--- config.mk ---
export PLATFORM = sky130hd
export DESIGN_NAME = toggle_cube_fsm
export DESIGN_NICKNAME = d
export VERILOG_FILES = /design/src/rtl/toggle_cube_pkg.sv /design/src/rtl/toggle_cube_fsm_sat_counter.sv /design/src/rtl/toggle_cube_fsm.sv
export SDC_FILE = /design/constraint.sdc
export NUM_CORES = 1
export LEC_CHECK = 0
export CORE_UTILIZATION = 40
export CTS_CLUSTER_SIZE = 28
export DETAILED_ROUTE_END_ITERATION = 6
export GPL_TIMING_DRIVEN = 0
export PLACE_DENSITY = 0.73
export SYNTH_ARGS = -nofsm -noshare
export SYNTH_HDL_FRONTEND = slang
export SYNTH_HIERARCHICAL = 1
export SYNTH_SLANG_ARGS = --single-unit
--- constraint.sdc ---
create_clock -name clk -period 1.8 [get_ports clk]
set_input_delay 0.36 -clock clk [delete_from_list [all_inputs] [get_ports clk]]
set_output_delay 0.36 -clock clk [all_outputs]
set_load 0.01 [all_outputs]
--- src/rtl/toggle_cube_pkg.sv ---
// Shared helpers for toggle_cube_fsm: select-width computation and the
// parameter legality checks evaluated at elaboration time.
package toggle_cube_pkg;

    // Width of the bit-select input: max(1, clog2(w)).
    function automatic int unsigned sel_w(input int unsigned w);
        return (w <= 1) ? 1 : $clog2(w);
    endfunction

    // State width must lie in 1..16.
    function automatic bit w_ok(input int unsigned w);
        return (w >= 1) && (w <= 16);
    endfunction

    // The lock threshold must be representable by the return counter.
    function automatic bit limit_ok(input int unsigned lim, input int unsigned cw);
        return (cw >= 1) && (cw < 64) && (64'(lim) < (64'd1 << cw));
    endfunction

endpackage

--- src/rtl/toggle_cube_fsm_sat_counter.sv ---
// sat_counter: saturating up-counter with synchronous clear.
// Ports: clk, rst (sync, active-high), clr (sync clear), inc (count enable),
//        cnt (current count, sticks at all-ones).
module sat_counter #(
    parameter int unsigned CNT_W = 8
) (
    input  logic             clk,
    input  logic             rst,
    input  logic             clr,
    input  logic             inc,
    output logic [CNT_W-1:0] cnt
);

    logic [CNT_W-1:0] r_cnt;

    // Clear wins over increment; increment stops at the maximum value.
    always_ff @(posedge clk) begin
        if (rst) begin
            r_cnt <= '0;
        end else if (clr) begin
            r_cnt <= '0;
        end else if (inc && (r_cnt != '1)) begin
            r_cnt <= r_cnt + CNT_W'(1);
        end
    end

    assign cnt = r_cnt;

endmodule

--- src/rtl/toggle_cube_fsm.sv ---
// toggle_cube_fsm: W-bit hypercube toggle machine. Each accepted input flips
// one state bit; returns to the all-zero vertex are counted and can lock the
// machine after LIMIT returns (LIMIT=0 disables locking).
// Ports: clk, rst (sync, active-high), in_vld/in_sel (toggle request),
//        clr (clear return count and lock), state, y (Mealy output),
//        home (return pulse), ret_cnt, locked, err (illegal-select pulse).
// Build option: TOGGLE_CUBE_REG_Y_EN registers y (one-cycle latency).
module toggle_cube_fsm
    import toggle_cube_pkg::*;
#(
    parameter  int unsigned W     = 2,
    parameter  int unsigned CNT_W = 8,
    parameter  int unsigned LIMIT = 0,
    localparam int unsigned SEL_W = sel_w(W)
) (
    input  logic             clk,
    input  logic             rst,
    input  logic             in_vld,
    input  logic [SEL_W-1:0] in_sel,
    input  logic             clr,
    output logic [W-1:0]     state,
    output logic             y,
    output logic             home,
    output logic [CNT_W-1:0] ret_cnt,
    output logic             locked,
    output logic             err
);

    if (!w_ok(W)) begin : g_bad_w
        $error("toggle_cube_fsm: W must be in 1..16");
    end
    if (!limit_ok(LIMIT, CNT_W)) begin : g_bad_limit
        $error("toggle_cube_fsm: LIMIT must be below 2**CNT_W");
    end

    logic [W-1:0]     r_state;
    logic [W-1:0]     w_state_nxt;
    logic             r_home;
    logic             r_err;
    logic             r_locked;
    logic             w_legal;
    logic             w_accept;
    logic             w_home_evt;
    logic             w_err_evt;
    logic             w_lock_set;
    logic             w_y_c;
    logic [CNT_W-1:0] w_cnt;

    assign w_legal = (32'(in_sel) < W);

    // State register.
    always_ff @(posedge clk) begin
        if (rst) begin
            r_state  <= '0;
            r_home   <= 1'b0;
            r_err    <= 1'b0;
            r_locked <= 1'b0;
        end else begin
            r_state <= w_state_nxt;
            r_home  <= w_home_evt;
            r_err   <= w_err_evt;
            if (clr) begin
                r_locked <= 1'b0;
            end else if (w_lock_set) begin
                r_locked <= 1'b1;
            end
        end
    end

    // Next-state: clr and lock both drop the request.
    always_comb begin
        w_state_nxt = r_state;
        w_accept    = in_vld & w_legal & ~r_locked & ~clr;
        if (w_accept) begin
            w_state_nxt = r_state ^ (W'(1) << in_sel);
        end
        w_home_evt = w_accept & (w_state_nxt == '0) & (r_state != '0);
        w_err_evt  = in_vld & ~w_legal;
        // The edge that brings the counter to LIMIT is the one that locks.
        w_lock_set = (LIMIT != 0) & w_home_evt & (w_cnt == CNT_W'(LIMIT - 1));
    end

    // Mealy output.
    always_comb begin
        w_y_c = 1'b0;
        w_y_c = in_vld & (in_sel != '0) & ~r_locked & w_legal;
    end

`ifdef TOGGLE_CUBE_REG_Y_EN
    logic r_y;

    always_ff @(posedge clk) begin
        if (rst) begin
            r_y <= 1'b0;
        end else begin
            r_y <= w_y_c;
        end
    end

    assign y = r_y;
`else
    assign y = w_y_c;
`endif

    sat_counter #(
        .CNT_W (CNT_W)
    ) u_ret_cnt (
        .clk (clk),
        .rst (rst),
        .clr (clr),
        .inc (w_home_evt),
        .cnt (w_cnt)
    );

    assign state   = r_state;
    assign home    = r_home;
    assign ret_cnt = w_cnt;
    assign locked  = r_locked;
    assign err     = r_err;

endmodule
==> out/results.txt <==
Port Buffer Count: 16
Nets: 99
CTS Buf Count: 3
run status: completed
fin crit share: 0.954
fillcell total: 122
largest net degree at the start of global routing: 12
initial antenna violation count: 0
Leak: 0.334 nW
RD Place Congestion: 0.679
Clock Tree Buf Depth: 2
Worst-path clk slew: 0.08 ns
worst-path cell chain: clkdlybuf4s50_1
final setup vio count: 0
Overall Global Routing Usage: 0.192
CP top delay family: buffers and inverters
Die Wd: 41.4 um
Remaining DRCs: 0
final hold vios: 0
RSZ-0062 raised after global routing: false
Critical Path RT: 1.44 ns
Vias/cell: 5.32
pwr/cell area: 535 mW/mm^2
Initial Util: 0.453
min-delay worst type: input pin to flip-flop
1st-pass router iterations: 4
first-pass GRT wire length: 2.08 mm
routed vias: 569
flops & latches, synth: 11
total gr overflow: 0
Clock Sinks: 11
largest fanout on the critical path: 8
clock latency on the worst-skew pair: 0.27 ns
Antenna Violating Nets Remaining: 0
area grow syn2layout: 43.4%
full die area: 0.00171 mm^2
Hold Buf Count CTS: 0
Critical-path top delay cell: clkdlybuf4s50_1
Root Driver: clkbuf_4
maximum vdd ir drop: 0.000421 V
final wirelength: 1.25 mm
CTS tree: yes
dpl cell area: 806 um^2
setup TNS: 0 ns
CP endpoint kind: output pin
# diodes: 0
CP arrival: 1.36 ns
WP depth: 1
core area: 0.00137 mm^2
number of max-cap violations: 0
Highest Clock Rate: 583 MHz
startpoint class of the critical path: flip-flop
Syn Area/Cell: 9.24 um^2
CP peak stage delay: 0.59 ns
vias in the first global route: 462
critical path class: flip-flop to output pin
share of layout cells above drive strength 1: 0.250
Synth cell types: 30
minimum clock period: 1.72 ns
commonest non-fill, non-tap cell in the layout: clkdlybuf4s50_1
Bufs and invs on worst path: 1
Min-Delay Path Depth: 3
Mapped Area: 619 um^2
Worst Reg-to-Reg Cells: 5
FP Rows: 13
IO Pins: 19
post-synthesis sequential area ratio: 0.356
drt initial violations: 6
cell area after layout: 888 um^2
Gate Count Post-Synth: 67
Avg WL per Cell: 11.7 um
Die Y: 41.4 um
number of H-tree levels: 1
max-slew violations: 0
Clock Skews: 0.00193 ns
YS warnings: 6
commonest non-fill, non-tap cells in the layout: clkdlybuf4s50_1 (12), dfxtp_1 (10), buf_4 (7), nand2_1 (6)
## where the power goes
part / leakage [nW] / total, mW / switching [mW] / internal, mW
clock: 0.0177 / 0.171 / 0.0888 / 0.0821
sequential: 0.0893 / 0.249 / 0.00310 / 0.246
combinational: 0.227 / 0.0549 / 0.0260 / 0.0289
## flip-flops by register name, indices dropped and copies added, names as in the netlist
| register | count |
|---|---|
| home | 1 |
| u_ret_cnt/cnt | 8 |
| state | 2 |
## final cells by class
type,instances,area (um^2),share of cell area
sequential,11,221,0.249
clock inverter,1,5.00,0.00563
buffer,3,22.5,0.0254
multi-input combinational,53,413,0.465
clock buffer,3,22.5,0.0254
tap,15,18.8,0.0211
inverter,1,3.75,0.00423
timing repair buffer,20,181,0.204
## repair_timing
item / in CTS / in global routing
gates resized for setup: 12 / 2
pin swaps: 3 / 3
setup endpoints to repair: 6 / 2
buffers inserted: 1 / 3
cloned: 0 / 0
## worst paths after layout
check,start,endpoint,slack [ns]
max,u_ret_cnt/cnt[3]$_SDFFE_PP0P_,ret_cnt[3],0.08
min,in_sel,state[1]$_SDFF_PP0_,0.47
max reg2reg,state[0]$_SDFF_PP0_,u_ret_cnt/cnt[6]$_SDFFE_PP0P_,0.10
min reg2reg,u_ret_cnt/cnt[1]$_SDFFE_PP0P_,u_ret_cnt/cnt[1]$_SDFFE_PP0P_,0.50
## through the flow
| step | hold WS [ns] | std cells | setup WS (ns) | utilization | total power [mW] |
|---|---|---|---|---|---|
| floorplan | 0.424 | 68 | 0.0163 | - | 0.279 |
| global placement | 0.483 | 99 | -0.557 | 0.590 | 0.306 |
| detailed placement | 0.488 | 99 | -0.567 | 0.590 | 0.306 |
| CTS | 0.505 | 104 | 0.0291 | 0.636 | 0.479 |
| global route | 0.485 | 107 | 0.00377 | 0.650 | 0.501 |
| finish | 0.468 | 107 | 0.0836 | 0.650 | 0.475 |
## logic make-up after synthesis
logic type	share of synthesized area
multiplexers	0.101
AO/OA/AOI/OAI	0.166
adder cells (fa/ha/maj)	0.0202
AND/OR/NAND/NOR	0.309
buffers and inverters	0.0424
flip-flops	0.356
other	0.00605
## cell usage after synthesis
| library cell | count | area share |
|---|---|---|
| or3b_1 | 1 | 0.014 |
| nand3b_1 | 2 | 0.024 |
| nor4_1 | 1 | 0.010 |
| inv_1 | 1 | 0.0061 |
| nand2_1 | 6 | 0.036 |
| or4_1 | 1 | 0.012 |
| dfxtp_1 | 11 | 0.36 |
| or3_1 | 3 | 0.030 |
| nand4_1 | 2 | 0.020 |
| or2b_1 | 1 | 0.012 |
| and3b_1 | 1 | 0.014 |
| a31oi_1 | 1 | 0.010 |
| mux2_2 | 2 | 0.036 |
| nor3b_1 | 1 | 0.012 |
| a21boi_2 | 1 | 0.018 |
| ha_1 | 1 | 0.020 |
| and4_1 | 2 | 0.028 |
| a211oi_2 | 1 | 0.020 |
| conb_1 | 1 | 0.0061 |
| nor2b_1 | 2 | 0.020 |
| a21boi_1 | 2 | 0.024 |
| mux2i_1 | 4 | 0.065 |
| nor2_1 | 3 | 0.018 |
| a21oi_1 | 5 | 0.040 |
| and2_1 | 1 | 0.010 |
| buf_4 | 3 | 0.036 |
| o21ai_0 | 1 | 0.0081 |
| nand3_1 | 2 | 0.016 |
| and3_1 | 3 | 0.030 |
| a2111oi_4 | 1 | 0.044 |
## layer usage
metal	vias to the layer above	GRT usage	share of wire
met5	-	0	0
met3	2	0.0479	0.055
li1	295	-	-
met1	252	0.246	0.47
met2	20	0.297	0.47
met4	0	0.0968	0.0064
Power figures use the tool's default switching activity.
